### src/rtl/simon_pkg.sv
// Shared definitions for the button conditioning block: per-channel debounce
// state encodings and default timing parameters.
package simon_pkg;

  typedef enum logic [1:0] {
    S_REL    = 2'd0,
    S_PEND_P = 2'd1,
    S_HELD   = 2'd2,
    S_PEND_R = 2'd3
  } chan_state_t;

  localparam int DEBOUNCE_MS_DEFAULT = 10;
  localparam int LONG_MS_DEFAULT     = 1000;

endpackage

### src/rtl/btn_debounce_if.sv
// Button bus between the raw pins / game controller and the debounce block.
// slave modport is the debounce block, master is its environment.
interface btn_debounce_if #(
  parameter int NUM_BTN = 4
);
  logic [15:0]        ticks_per_milli;
  logic [NUM_BTN-1:0] btn_raw;
  logic [NUM_BTN-1:0] btn_clean;
  logic [NUM_BTN-1:0] btn_press;
  logic [NUM_BTN-1:0] btn_release;
  logic               btn_single;
  logic [1:0]         btn_index;
  logic [NUM_BTN-1:0] long_press;

  modport slave (
    input  ticks_per_milli, btn_raw,
    output btn_clean, btn_press, btn_release, btn_single, btn_index, long_press
  );

  modport master (
    output ticks_per_milli, btn_raw,
    input  btn_clean, btn_press, btn_release, btn_single, btn_index, long_press
  );
endinterface

### src/rtl/btn_debounce_chan.sv
// One debounce channel: 2-flop synchroniser, four-state debounce FSM with an
// 8-bit ms count, registered press/release strobes and, when BTN_LONG_PRESS_EN
// is defined, a saturating hold counter producing a long-press strobe.
module debounce_chan
  import simon_pkg::*;
#(
  parameter int DEBOUNCE_MS = DEBOUNCE_MS_DEFAULT,
  parameter int LONG_MS     = LONG_MS_DEFAULT
) (
  input  logic clk,
  input  logic rst_n,
  input  logic i_raw,
  input  logic i_ms_tick,
  output logic o_clean,
  output logic o_press,
  output logic o_release,
  output logic o_long
);

  if (DEBOUNCE_MS < 1 || DEBOUNCE_MS > 255) begin : g_bad_debounce
    $error("debounce_chan: DEBOUNCE_MS out of range 1..255");
  end
  if (LONG_MS < 1 || LONG_MS > 65535) begin : g_bad_long
    $error("debounce_chan: LONG_MS out of range 1..65535");
  end

  localparam logic [7:0] LP_LAST = 8'(DEBOUNCE_MS - 1);

  logic        r_s1, r_s2;
  chan_state_t r_state, w_state_nxt;
  logic [7:0]  r_cnt, w_cnt_nxt;
  logic        r_press, w_press_nxt;
  logic        r_release, w_release_nxt;

  // Two-flop synchroniser for the asynchronous pin
  always_ff @(posedge clk or negedge rst_n) begin
    if (!rst_n) begin
      r_s1 <= 1'b0;
      r_s2 <= 1'b0;
    end else begin
      r_s1 <= i_raw;
      r_s2 <= r_s1;
    end
  end

  // FSM state, ms count and registered strobes
  always_ff @(posedge clk or negedge rst_n) begin
    if (!rst_n) begin
      r_state   <= S_REL;
      r_cnt     <= 8'd0;
      r_press   <= 1'b0;
      r_release <= 1'b0;
    end else begin
      r_state   <= w_state_nxt;
      r_cnt     <= w_cnt_nxt;
      r_press   <= w_press_nxt;
      r_release <= w_release_nxt;
    end
  end

  // Next-state: a new level must survive DEBOUNCE_MS ms ticks to be accepted
  always_comb begin
    w_state_nxt   = r_state;
    w_cnt_nxt     = r_cnt;
    w_press_nxt   = 1'b0;
    w_release_nxt = 1'b0;
    case (r_state)
      S_REL: begin
        if (r_s2) begin
          w_cnt_nxt   = 8'd0;
          w_state_nxt = S_PEND_P;
        end
      end
      S_PEND_P: begin
        if (!r_s2) begin
          w_state_nxt = S_REL;
        end else if (i_ms_tick) begin
          if (r_cnt == LP_LAST) begin
            w_state_nxt = S_HELD;
            w_press_nxt = 1'b1;
          end else begin
            w_cnt_nxt = r_cnt + 8'd1;
          end
        end
      end
      S_HELD: begin
        if (!r_s2) begin
          w_cnt_nxt   = 8'd0;
          w_state_nxt = S_PEND_R;
        end
      end
      S_PEND_R: begin
        if (r_s2) begin
          w_state_nxt = S_HELD;
        end else if (i_ms_tick) begin
          if (r_cnt == LP_LAST) begin
            w_state_nxt   = S_REL;
            w_release_nxt = 1'b1;
          end else begin
            w_cnt_nxt = r_cnt + 8'd1;
          end
        end
      end
      default: w_state_nxt = S_REL;
    endcase
  end

  assign o_clean   = (r_state == S_HELD) || (r_state == S_PEND_R);
  assign o_press   = r_press;
  assign o_release = r_release;

`ifdef BTN_LONG_PRESS_EN
  localparam logic [15:0] LP_LONG = 16'(LONG_MS);

  logic [15:0] r_hold, w_hold_nxt;
  logic        r_long, w_long_nxt;

  // Hold counter: restarts on a fresh press, pauses while release is pending
  always_comb begin
    w_hold_nxt = r_hold;
    w_long_nxt = 1'b0;
    if (r_state == S_PEND_P && w_state_nxt == S_HELD) begin
      w_hold_nxt = 16'd0;
    end else if (r_state == S_HELD && i_ms_tick && r_hold < LP_LONG) begin
      w_hold_nxt = r_hold + 16'd1;
      w_long_nxt = (r_hold + 16'd1 == LP_LONG);
    end
  end

  // Hold counter and long-press strobe registers
  always_ff @(posedge clk or negedge rst_n) begin
    if (!rst_n) begin
      r_hold <= 16'd0;
      r_long <= 1'b0;
    end else begin
      r_hold <= w_hold_nxt;
      r_long <= w_long_nxt;
    end
  end

  assign o_long = r_long;
`else
  assign o_long = 1'b0;
`endif

endmodule

### src/rtl/btn_debounce.sv
// Button input conditioning: shared millisecond time base, NUM_BTN debounce
// channels and a one-hot-to-index decode of the clean levels.
// Optional long-press strobes are enabled by defining BTN_LONG_PRESS_EN.
module btn_debounce
  import simon_pkg::*;
#(
  parameter int NUM_BTN     = 4,
  parameter int DEBOUNCE_MS = DEBOUNCE_MS_DEFAULT,
  parameter int LONG_MS     = LONG_MS_DEFAULT
) (
  input  logic           clk,
  input  logic           rst_n,
  btn_debounce_if.slave  bus
);

  logic [15:0]        r_ms_cnt;
  logic [15:0]        w_ms_last;
  logic               w_ms_tick;
  logic [NUM_BTN-1:0] w_clean;
  logic [NUM_BTN-1:0] w_press;
  logic [NUM_BTN-1:0] w_release;
  logic [NUM_BTN-1:0] w_long;
  logic [7:0]         w_pop;
  logic [1:0]         w_idx;
  logic               w_single;

  // A limit of 0 behaves like 1 so the tick then fires every cycle
  assign w_ms_last = (bus.ticks_per_milli == 16'd0) ? 16'd0
                                                    : bus.ticks_per_milli - 16'd1;
  assign w_ms_tick = (r_ms_cnt == w_ms_last);

  // Ms counter; also wraps silently if the limit drops below the count
  always_ff @(posedge clk or negedge rst_n) begin
    if (!rst_n) begin
      r_ms_cnt <= 16'd0;
    end else if (r_ms_cnt >= w_ms_last) begin
      r_ms_cnt <= 16'd0;
    end else begin
      r_ms_cnt <= r_ms_cnt + 16'd1;
    end
  end

  for (genvar g = 0; g < NUM_BTN; g++) begin : g_chan
    debounce_chan #(
      .DEBOUNCE_MS (DEBOUNCE_MS),
      .LONG_MS     (LONG_MS)
    ) u_chan (
      .clk       (clk),
      .rst_n     (rst_n),
      .i_raw     (bus.btn_raw[g]),
      .i_ms_tick (w_ms_tick),
      .o_clean   (w_clean[g]),
      .o_press   (w_press[g]),
      .o_release (w_release[g]),
      .o_long    (w_long[g])
    );
  end

  // Popcount and set-bit position of the clean levels
  always_comb begin
    w_pop = 8'd0;
    w_idx = 2'd0;
    for (int i = 0; i < NUM_BTN; i++) begin
      if (w_clean[i]) begin
        w_pop = w_pop + 8'd1;
        w_idx = 2'(i);
      end
    end
  end

  assign w_single        = (w_pop == 8'd1);
  assign bus.btn_clean   = w_clean;
  assign bus.btn_press   = w_press;
  assign bus.btn_release = w_release;
  assign bus.long_press  = w_long;
  assign bus.btn_single  = w_single;
  assign bus.btn_index   = w_single ? w_idx : 2'd0;

endmodule

### src/flat_wrapper.sv
// flat-port wrapper written by rule: the top's interface ports become plain ports
module btn_debounce_flat import simon_pkg::*;
#(
  parameter int NUM_BTN     = 4,
  parameter int DEBOUNCE_MS = DEBOUNCE_MS_DEFAULT,
  parameter int LONG_MS     = LONG_MS_DEFAULT
)
  (clk, rst_n, bus_ticks_per_milli, bus_btn_raw, bus_btn_clean, bus_btn_press, bus_btn_release, bus_btn_single, bus_btn_index, bus_long_press);
  btn_debounce_if #(.NUM_BTN(NUM_BTN)) bus_i ();
  input  logic clk;
  input  logic rst_n;
  input wire logic [$bits(bus_i.ticks_per_milli)-1:0] bus_ticks_per_milli;
  input wire logic [$bits(bus_i.btn_raw)-1:0] bus_btn_raw;
  output wire logic [$bits(bus_i.btn_clean)-1:0] bus_btn_clean;
  output wire logic [$bits(bus_i.btn_press)-1:0] bus_btn_press;
  output wire logic [$bits(bus_i.btn_release)-1:0] bus_btn_release;
  output wire logic [$bits(bus_i.btn_single)-1:0] bus_btn_single;
  output wire logic [$bits(bus_i.btn_index)-1:0] bus_btn_index;
  output wire logic [$bits(bus_i.long_press)-1:0] bus_long_press;
  assign bus_i.ticks_per_milli = bus_ticks_per_milli;
  assign bus_i.btn_raw = bus_btn_raw;
  assign bus_btn_clean = bus_i.btn_clean;
  assign bus_btn_press = bus_i.btn_press;
  assign bus_btn_release = bus_i.btn_release;
  assign bus_btn_single = bus_i.btn_single;
  assign bus_btn_index = bus_i.btn_index;
  assign bus_long_press = bus_i.long_press;
  btn_debounce #(.NUM_BTN(NUM_BTN), .DEBOUNCE_MS(DEBOUNCE_MS), .LONG_MS(LONG_MS)) u_core (.clk(clk), .rst_n(rst_n), .bus(bus_i));
endmodule
### config.mk
export PLATFORM = sky130hd
export DESIGN_NAME = btn_debounce_flat
export DESIGN_NICKNAME = d
export VERILOG_FILES = /design/src/rtl/simon_pkg.sv /design/src/rtl/btn_debounce_if.sv /design/src/rtl/btn_debounce_chan.sv /design/src/rtl/btn_debounce.sv /design/src/flat_wrapper.sv
export SDC_FILE = /design/constraint.sdc
export NUM_CORES = 1
export LEC_CHECK = 0
export ABC_CLOCK_PERIOD_IN_PS = 4900
export BUFFER_PORTS_ARGS = -buffer_cell sky130_fd_sc_hd__buf_2
export CORE_MARGIN = 3
export CORE_UTILIZATION = 45
export DETAILED_ROUTE_END_ITERATION = 7
export SLEW_MARGIN = 10
export SYNTH_ARGS = -nofsm -noshare
export SYNTH_HDL_FRONTEND = slang
export SYNTH_SLANG_ARGS = --single-unit
export TNS_END_PERCENT = 50
### constraint.sdc
create_clock -name clk -period 4.9 [get_ports clk]
set_input_delay 0.98 -clock clk [delete_from_list [all_inputs] [get_ports clk]]
set_output_delay 0.98 -clock clk [all_outputs]
set_load 0.01 [all_outputs]
==> impl_metrics.ini, run 1 <==
[timing]
rsz0062_at_grt = false
slew_headroom = 0.402
slew_viol_final = 0
finalCriticalPeriod_ns = 4.27
max_freq_ghz = 0.234
period_share = 0.871
timing.setup.tns_ns = 0
finalClockSkew_ns = 0.0114
final-setup-viol-count = 0
worstMarginPinSlew_ns = 0.896
hold_violations = 0

[die]
die_y_um = 106
die_w_um = 106
coreArea_um2 = 9460
dieArea_um2 = 11200
ios = 41
initial_core_util = 0.472
rows = 35

[routing]
first_pass_iters = 4
drt-total-wl_mm = 8.95
wl_per_cell_um = 13.9
drt_drc_violations_left = 0
dr_total_vias = 3514
drt_iter0_drc = 205
viasPerCell = 5.47
postRouteAntennaNets = 0

[global_route]
grt.total_usage = 0.168
first_global_vias = 3280
antenna_found_initial = 0
grt_pass1_wl_mm = 15.5
grt_overflow_total = 0
grt_max_degree = 73

[run_status]
status = finished clean

[synth]
synth.avg_cell_area_um2 = 9.19
synth_top_area_frac = 0.403
ys_seq_area_frac = 0.403
synthTopCellsByCount = 72 x dfrtp_1, 51 x nand2_1, 48 x nor2_1, 34 x nand3_1, 30 x ha_1
synth_cell_types = 55
synth_ff_type = dfrtp_1
synth-async-reset-ratio = 1.00
synth_seq_cells = 72
synth-edff-count = 0
synth_warnings = 0
synth_area_leaders = dfrtp_1 40%, ha_1 8.4%, xnor2_1 4.5%
synth_top_area_cell = dfrtp_1
netlist_instances = 486
yosysMostFrequentCell = dfrtp_1
syn_area_um2 = 4470

[clocking]
cts_root_buf = clkbuf_8
ctsHtreeMaxLevel = 3
cts_setup_buffers = 0
cts_num_sinks = 72
cts_resized = 0
cts_tree = done
clockBufferDepth = 2
clock_latency_ns = 0.35
numCtsBuffers = 9
ctsHoldBuffers = 0
path_clk_slew_ns = 0.07

[worst_setup_path]
crit_path_start_kind = input pin
crit_chain = buf_2, or4_1, nor3_1, nand4_1, nor3b_1, a21oi_1, ha_1, nand4_4, or4_1, or4_4, nand3_2, o211ai_2
critPathKind = input pin to flop
critPathSlowestCell = or4_1
endpoint_kind = flop
worstSetupPathDepth = 12
path_buf_inv = 1
crit_fanout = 11
cp_top_family = simple AND/OR/NAND/NOR gates
cp.required_ns = 5.14
crit_top_cell = or4_1
worstPathArrival_ns = 4.50
worstRegToRegCells = 6
r2r_slack_ns = 2.21
cpPeakStageDelay_ns = 0.79

[pwr]
power.density_nw_per_um2 = 312
peakVddDrop_mv = 0.185
cellLeakagePower_nw = 2.24

[hold_path]
hp-class = flop to flop
min_path_cells = 0

[placed_design]
placed_area_um2 = 4680
dpl.hpwl_mm = 6.34
gp_congestion = 0.795
numPortBuffers = 36

[final_layout]
fin_area_um2 = 4940
area_growth_pct = 10.7
final_layout_size_suffix_gt1_frac = 0.148
insertedDiodeCount = 0
nNetsFinal = 561

[job]
cap_violations = 0
-- placed cells by master (no fill, tap or decap), types with 3 or more instances in the layout --
master     count
o21ai_0        6
and3_1         4
buf_4          8
inv_1         18
ha_1          30
or3b_2         3
a31oi_1        6
nand3b_1       3
o211ai_1       7
nor3b_1       15
bufinv_16      3
and2_1         3
buf_2         35
conb_1         4
a221o_1        4
nand4_1       16
xnor2_1       23
nor2_1        48
mux2_2         4
or3_1          7
nand3_1       34
or4_1          3
a21oi_1       15
nand2_1       51
dfrtp_1       72
nor4_1         7
clkbuf_8      12
xor2_1        19
nor3_1        21
-- kinds of logic after synthesis --
kind of cell / Yosys count / share of synthesized area
multiplexers: 4 / 0.0101
adder cells (fa/ha/maj): 30 / 0.0841
flip-flops: 72 / 0.403
other: 1 / 0.000840
AO/OA/AOI/OAI: 52 / 0.0807
AND/OR/NAND/NOR: 233 / 0.280
XOR/XNOR: 42 / 0.0824
buffers and inverters: 52 / 0.0586
-- worst paths after layout --
kind,from,to
max,bus_ticks_per_milli[4],u_core.g_chan[0].u_chan.r_cnt[6]
min,u_core.g_chan[0].u_chan.r_s1,u_core.g_chan[0].u_chan.r_s2
max reg2reg,u_core.r_ms_cnt[7],u_core.g_chan[0].u_chan.r_cnt[6]
min reg2reg,u_core.g_chan[0].u_chan.r_s1,u_core.g_chan[0].u_chan.r_s2
max in group asynchronous,rst_n,u_core.r_ms_cnt[7]
min in group asynchronous,rst_n,u_core.g_chan[0].u_chan.r_cnt[2]
-- state kept, by name, indices dropped and copies added (netlist names), named ones only --
name and count:
u_core.g_chan.u_chan.o_press 4, u_core.r_ms_cnt 16, u_core.g_chan.u_chan.r_cnt 32, u_core.g_chan.u_chan.o_release 4
u_core.g_chan.u_chan.r_s2 4, u_core.g_chan.u_chan.r_s1 4, u_core.g_chan.u_chan.r_state 4
-- area by class of cell --
class                      instances  area (µm²)
inverter                          18        67.6
sequential                        72        1800
timing repair buffer              43         235
multi-input combinational        365        2410
tap                              129         161
clock buffer                      12         165
clock inverter                     4        98.8
fill                             921        4520
-- metrics by stage --
step | hold slack, ns | setup slack (ns) | power, mW | utilization | std cells
2_1_floorplan | 0.331 | 0.765 | 0.872 | - | 489
3_3_place_gp | 0.335 | 0.310 | 0.939 | 0.495 | 627
3_5_place_dp | 0.338 | 0.258 | 0.948 | 0.495 | 627
4_1_cts | 0.356 | 0.615 | 1.56 | 0.523 | 643
5_1_grt | 0.358 | 0.320 | 1.63 | 0.523 | 643
6_report | 0.353 | 0.631 | 1.54 | 0.523 | 643
-- worst reg2reg max path, cell delays in order (launching register included) --
cell and delay (ns):
dfrtp_1 0.46, ha_1 0.35, nand4_1 0.20, or4_1 0.77, or4_4 0.62, nand3_2 0.10, o211ai_2 0.09
-- per-layer routing --
layer  routed length, µm  track usage  vias up
li1                    -            -     1749
met1                4220        0.224     1709
met2                4360        0.277       49
met3                 284       0.0386        7
met4                  86       0.0444        0
met5                   0            0        -
-- where the power goes --
| part | internal [mW] | switching [mW] | leakage (nW) |
|---|---|---|---|
| Clock | 0.381 | 0.225 | 0.133 |
| Combinational | 0.0972 | 0.111 | 1.15 |
| Sequential | 0.648 | 0.0805 | 0.955 |
| Total | 1.13 | 0.417 | 2.24 |
Power figures use the tool's default switching activity.
==> run 2: changes to the inputs <==
--- a/config.mk
+++ b/config.mk
@@ -10,6 +10,7 @@
 export CORE_MARGIN = 3
 export CORE_UTILIZATION = 45
 export DETAILED_ROUTE_END_ITERATION = 7
+export GPL_TIMING_DRIVEN = 0
 export SLEW_MARGIN = 10
 export SYNTH_ARGS = -nofsm -noshare
 export SYNTH_HDL_FRONTEND = slang
==> impl_metrics.ini, run 2 (synthesized netlist as in run 1, its figures left out) <==
[run_status]
status = finished clean

[worst_setup_path]
worstRegToRegCells = 8
endpoint_kind = flop
r2r_end = u_core.g_chan[0].u_chan.r_cnt[7]
crit_fanout = 10
timing.rr.start = u_core.r_ms_cnt[7]
cp.required_ns = 5.16
worstPathArrival_ns = 4.68
crit_path_start = bus_ticks_per_milli[3]
crit_path_start_kind = input pin
critPathKind = input pin to flop
r2r_slack_ns = 2.24
crit_end = u_core.g_chan[0].u_chan.r_cnt[7]

[clocking]
clockBufferDepth = 2
ctsHtreeMaxLevel = 3
ctsHoldBuffers = 0
cts_resized = 0
path_clk_slew_ns = 0.07
cts_num_sinks = 72
cts_root_buf = clkbuf_8
clock_latency_ns = 0.35
cts_tree = done
numCtsBuffers = 9
cts_setup_buffers = 0

[global_route]
first_global_vias = 3420
grt_max_degree = 47
antenna_found_initial = 0
grt_pass1_wl_mm = 15.8
grt_overflow_total = 0
grt.total_usage = 0.173

[job]
cap_violations = 0

[die]
initial_core_util = 0.472
coreArea_um2 = 9460
die_y_um = 106
die_w_um = 106
dieArea_um2 = 11200
rows = 35
ios = 41

[timing]
final-setup-viol-count = 0
slew_viol_final = 0
slew_headroom = 0.479
timing.setup.tns_ns = 0
finalCriticalPeriod_ns = 4.41
hold_violations = 0
rsz0062_at_grt = false
period_share = 0.900
finalClockSkew_ns = 0.00615
max_freq_ghz = 0.227
worstMarginPinSlew_ns = 0.775

[pwr]
peakVddDrop_mv = 0.187
power.density_nw_per_um2 = 270
cellLeakagePower_nw = 2.29
totalPowerFinal_mw = 1.36

[final_layout]
final_common_cell = dfrtp_1
area_growth_pct = 12.7
largestRegisters = u_core.g_chan.u_chan.r_cnt (32), u_core.r_ms_cnt (16)
largest_reg_flops = 32
nNetsFinal = 590
insertedDiodeCount = 0
top_register = u_core.g_chan.u_chan.r_cnt
final_layout_size_suffix_gt1_frac = 0.164
layout_common_cells = 72 x dfrtp_1, 51 x nand2_1, 48 x nor2_1

[routing]
wl_per_cell_um = 13.4
drt_drc_violations_left = 0
drt-total-wl_mm = 9.00
first_pass_iters = 4
dr_total_vias = 3564
viasPerCell = 5.31
postRouteAntennaNets = 0
drt_iter0_drc = 173

[placed_design]
gp_congestion = 0.848
dpl.hpwl_mm = 6.73
numPortBuffers = 36

[hold_path]
hp-class = flop to flop
==> run 2: area by class of cell <==
type,count,area [µm²]
Fill cell,894,4420
Multi-Input combinational cell,365,2420
Sequential cell,72,1800
Timing Repair Buffer,38,218
Buffer,34,194
Tap cell,129,161
Clock buffer,12,155
Inverter,18,67.6
Clock inverter,3,17.5
==> run 2: per-stage QoR <==
step,std cells,hold WS [ns],worst slack [ns],cell area (µm²),util
6_report,671,0.349,0.489,5030,0.532
5_1_grt,671,0.354,0.178,5030,0.532
4_1_cts,671,0.354,0.524,5030,0.532
3_5_place_dp,656,0.336,0.151,4860,0.514
3_3_place_gp,654,0.334,-0.342,4820,0.509
2_1_floorplan,489,0.331,0.765,4480,-
==> run 2: metal layers <==
layer | up-vias | GRT usage | wire length, µm
met4 | 0 | 0.0546 | 120
met2 | 50 | 0.285 | 4310
met5 | - | 0 | 0
li1 | 1806 | - | -
met3 | 11 | 0.0423 | 321
met1 | 1697 | 0.224 | 4250
==> run 2: how the worst min path moves through the flow <==
stage	from	endpoint	depth (start not counted)
2_1_floorplan	u_core.g_chan[0].u_chan.r_s1	u_core.g_chan[0].u_chan.r_s2	0
3_3_place_gp	u_core.g_chan[1].u_chan.r_s1	u_core.g_chan[1].u_chan.r_s2	0
3_5_place_dp	u_core.g_chan[0].u_chan.r_s1	u_core.g_chan[0].u_chan.r_s2	0
4_1_cts	u_core.g_chan[0].u_chan.r_s1	u_core.g_chan[0].u_chan.r_s2	0
5_1_grt	u_core.g_chan[3].u_chan.r_s1	u_core.g_chan[3].u_chan.r_s2	0
6_report	u_core.g_chan[0].u_chan.r_s1	u_core.g_chan[0].u_chan.r_s2	0
==> run 2: power by group <==
group / switching (mW) / internal (mW) / total (mW) / leakage [nW]
Sequential: 0.0764 / 0.648 / 0.724 / 0.955
Clock: 0.213 / 0.207 / 0.420 / 0.0882
Combinational: 0.116 / 0.101 / 0.217 / 1.25
Total: 0.405 / 0.955 / 1.36 / 2.29
==> run 2: worst max-delay path, stage by stage <==
cell and delay, ns:
buf_2 0.13, nor4_1 0.66, nand3_1 0.21, or3_1 0.38
xnor2_1 0.17, nand2_1 0.08, ha_1 0.32, nand4_2 0.22
or4_1 0.56, buf_2 0.17, buf_4 0.19, nor4_1 0.42
nand2_1 0.09, o211ai_1 0.10
==> run 3: changes to the inputs <==
--- a/config.mk
+++ b/config.mk
@@ -7,10 +7,13 @@
 export LEC_CHECK = 0
 export ABC_CLOCK_PERIOD_IN_PS = 4900
 export BUFFER_PORTS_ARGS = -buffer_cell sky130_fd_sc_hd__buf_2
+export CELL_PAD_IN_SITES_DETAIL_PLACEMENT = 1
+export CELL_PAD_IN_SITES_GLOBAL_PLACEMENT = 2
 export CORE_MARGIN = 3
-export CORE_UTILIZATION = 45
+export CORE_UTILIZATION = 40
 export DETAILED_ROUTE_END_ITERATION = 7
 export GPL_TIMING_DRIVEN = 0
+export PLACE_DENSITY_LB_ADDON = 0.1
 export SLEW_MARGIN = 10
 export SYNTH_ARGS = -nofsm -noshare
 export SYNTH_HDL_FRONTEND = slang
==> impl_metrics.ini, run 3 (synthesized netlist as in run 1, its figures left out) <==
[global_route]
antenna_found_initial = 0
first_global_vias = 3773
grt.total_usage = 0.180
grt_pass1_wl_mm = 18.5
grt_overflow_total = 0
grt_max_degree = 44

[routing]
viasPerCell = 5.43
postRouteAntennaNets = 0
drt_drc_violations_left = 0
dr_total_vias = 3688
drt_iter0_drc = 120
drt-total-wl_mm = 10.5
wl_per_cell_um = 15.5
first_pass_iters = 4

[worst_setup_path]
endpoint_kind = flop
worstPathArrival_ns = 4.86
cpPeakStageDelay_ns = 0.70
timing.rr.start = u_core.r_ms_cnt[7]
r2r_slack_ns = 2.13
critPathSlowestCell = nor4_1
crit_path_start_kind = input pin
crit_path_start = bus_ticks_per_milli[3]
crit_chain = buf_2, nor4_1, nand3_1, or3_1, xnor2_1, nand2_1, ha_1, nand4_2, or4_1, buf_2, buf_4, nor4_1, nand2_1, o211ai_1
crit_fanout = 10
cp.required_ns = 5.17
critPathKind = input pin to flop

[timing]
max_freq_ghz = 0.218
final-setup-viol-count = 0
worstMarginPinSlew_ns = 0.930
slew_headroom = 0.374
period_share = 0.936
hold_violations = 0
whs_ns = 0.349
rsz0062_at_grt = false
finalClockSkew_ns = 0.00803
finalCriticalPeriod_ns = 4.59
slew_viol_final = 0

[placed_design]
gp_congestion = 0.776
numPortBuffers = 36
dpl.hpwl_mm = 7.94
dpl.cell_count = 663

[clocking]
cts_num_sinks = 72
cts_root_buf = clkbuf_8
cts_tree = done
cts_setup_buffers = 0
path_clk_slew_ns = 0.07
ctsHtreeMaxLevel = 3
cts_resized = 0
numCtsBuffers = 9
clock_latency_ns = 0.35
ctsHoldBuffers = 0
clockBufferDepth = 2

[job]
cap_violations = 0

[final_layout]
top_register = u_core.g_chan.u_chan.r_cnt
largestRegisters = u_core.g_chan.u_chan.r_cnt (32), u_core.r_ms_cnt (16)
largest_reg_flops = 32
nNetsFinal = 590
insertedDiodeCount = 0
final_util = 0.480
final_common_cell = dfrtp_1
layout_common_cells = 72 x dfrtp_1, 51 x nand2_1, 48 x nor2_1
final_layout_size_suffix_gt1_frac = 0.162
final_cells = 679
area_growth_pct = 13.9

[die]
coreArea_um2 = 10600
die_y_um = 112
rows = 37
dieArea_um2 = 12500
initial_core_util = 0.421
ios = 41
die_w_um = 112

[pwr]
totalPowerFinal_mw = 1.48
cellLeakagePower_nw = 2.31
peakVddDrop_mv = 0.190
power.density_nw_per_um2 = 290

[run_status]
status = finished clean

[hold_path]
min-delay-start = u_core.g_chan[2].u_chan.r_s1
hp-class = flop to flop
[run 3: cell count changes in the layout (fill, tap and decap cells not counted), sizes merged]
cell      before  now
clkinvlp       1    0
bufinv         0    2
clkbuf        25   26
clkinv         2    1
[run 3: power breakdown]
part	internal, mW	switching, mW
Combinational	0.103	0.126
Sequential	0.648	0.0791
Clock	0.301	0.219
Total	1.05	0.424
[run 3: metrics by stage]
step | setup TNS (ns) | worst slack (ns) | instance area (µm²)
after detailed placement | -0.0260 | -0.0260 | 4870
after floorplan | 0 | 0.765 | 4480
after global routing | 0 | 0.0846 | 5080
after CTS | 0 | 0.375 | 5080
after global placement | -3.95 | -0.401 | 4830
final | 0 | 0.315 | 5080
[run 3: worst paths after layout]
| path | end | cells after the start |
|---|---|---|
| setup / recovery | u_core.g_chan[0].u_chan.r_cnt[7] | 14 |
| hold / removal | u_core.g_chan[2].u_chan.r_s2 | 0 |
| setup reg to reg | u_core.g_chan[0].u_chan.r_cnt[7] | 8 |
| hold reg to reg | u_core.g_chan[2].u_chan.r_s2 | 0 |
| max in group asynchronous | asynchronous set/reset pin | 2 |
| min in group asynchronous | u_core.g_chan[0].u_chan.r_cnt[7] | 1 |
[run 3: critical path, delay by kind of cell]
kind                     cells  cell delay [ns]
AND/OR/NAND/NOR              8             2.77
buffers and inverters        3             0.50
AO/OA/AOI/OAI                1             0.11
XOR/XNOR                     1             0.14
adder cells (fa/ha/maj)      1             0.34
[run 3: cell type report]
cell class / count / area, µm²
multi-input cells: 365 / 2420
clock buffers: 13 / 149
well taps: 136 / 170
flip-flops and latches: 72 / 1800
repair buffers: 38 / 218
inverters: 18 / 67.6
clock inverters: 3 / 65.1
plain buffers: 34 / 194
fillers: 1260 / 5520
[run 3: routing by layer]
metal | vias to the layer above | part of all wire | track usage
met2 | 41 | 0.49 | 0.292
met3 | 12 | 0.031 | 0.0446
met1 | 1829 | 0.46 | 0.238
met5 | - | 0 | 0
met4 | 0 | 0.015 | 0.0527
li1 | 1806 | - | -
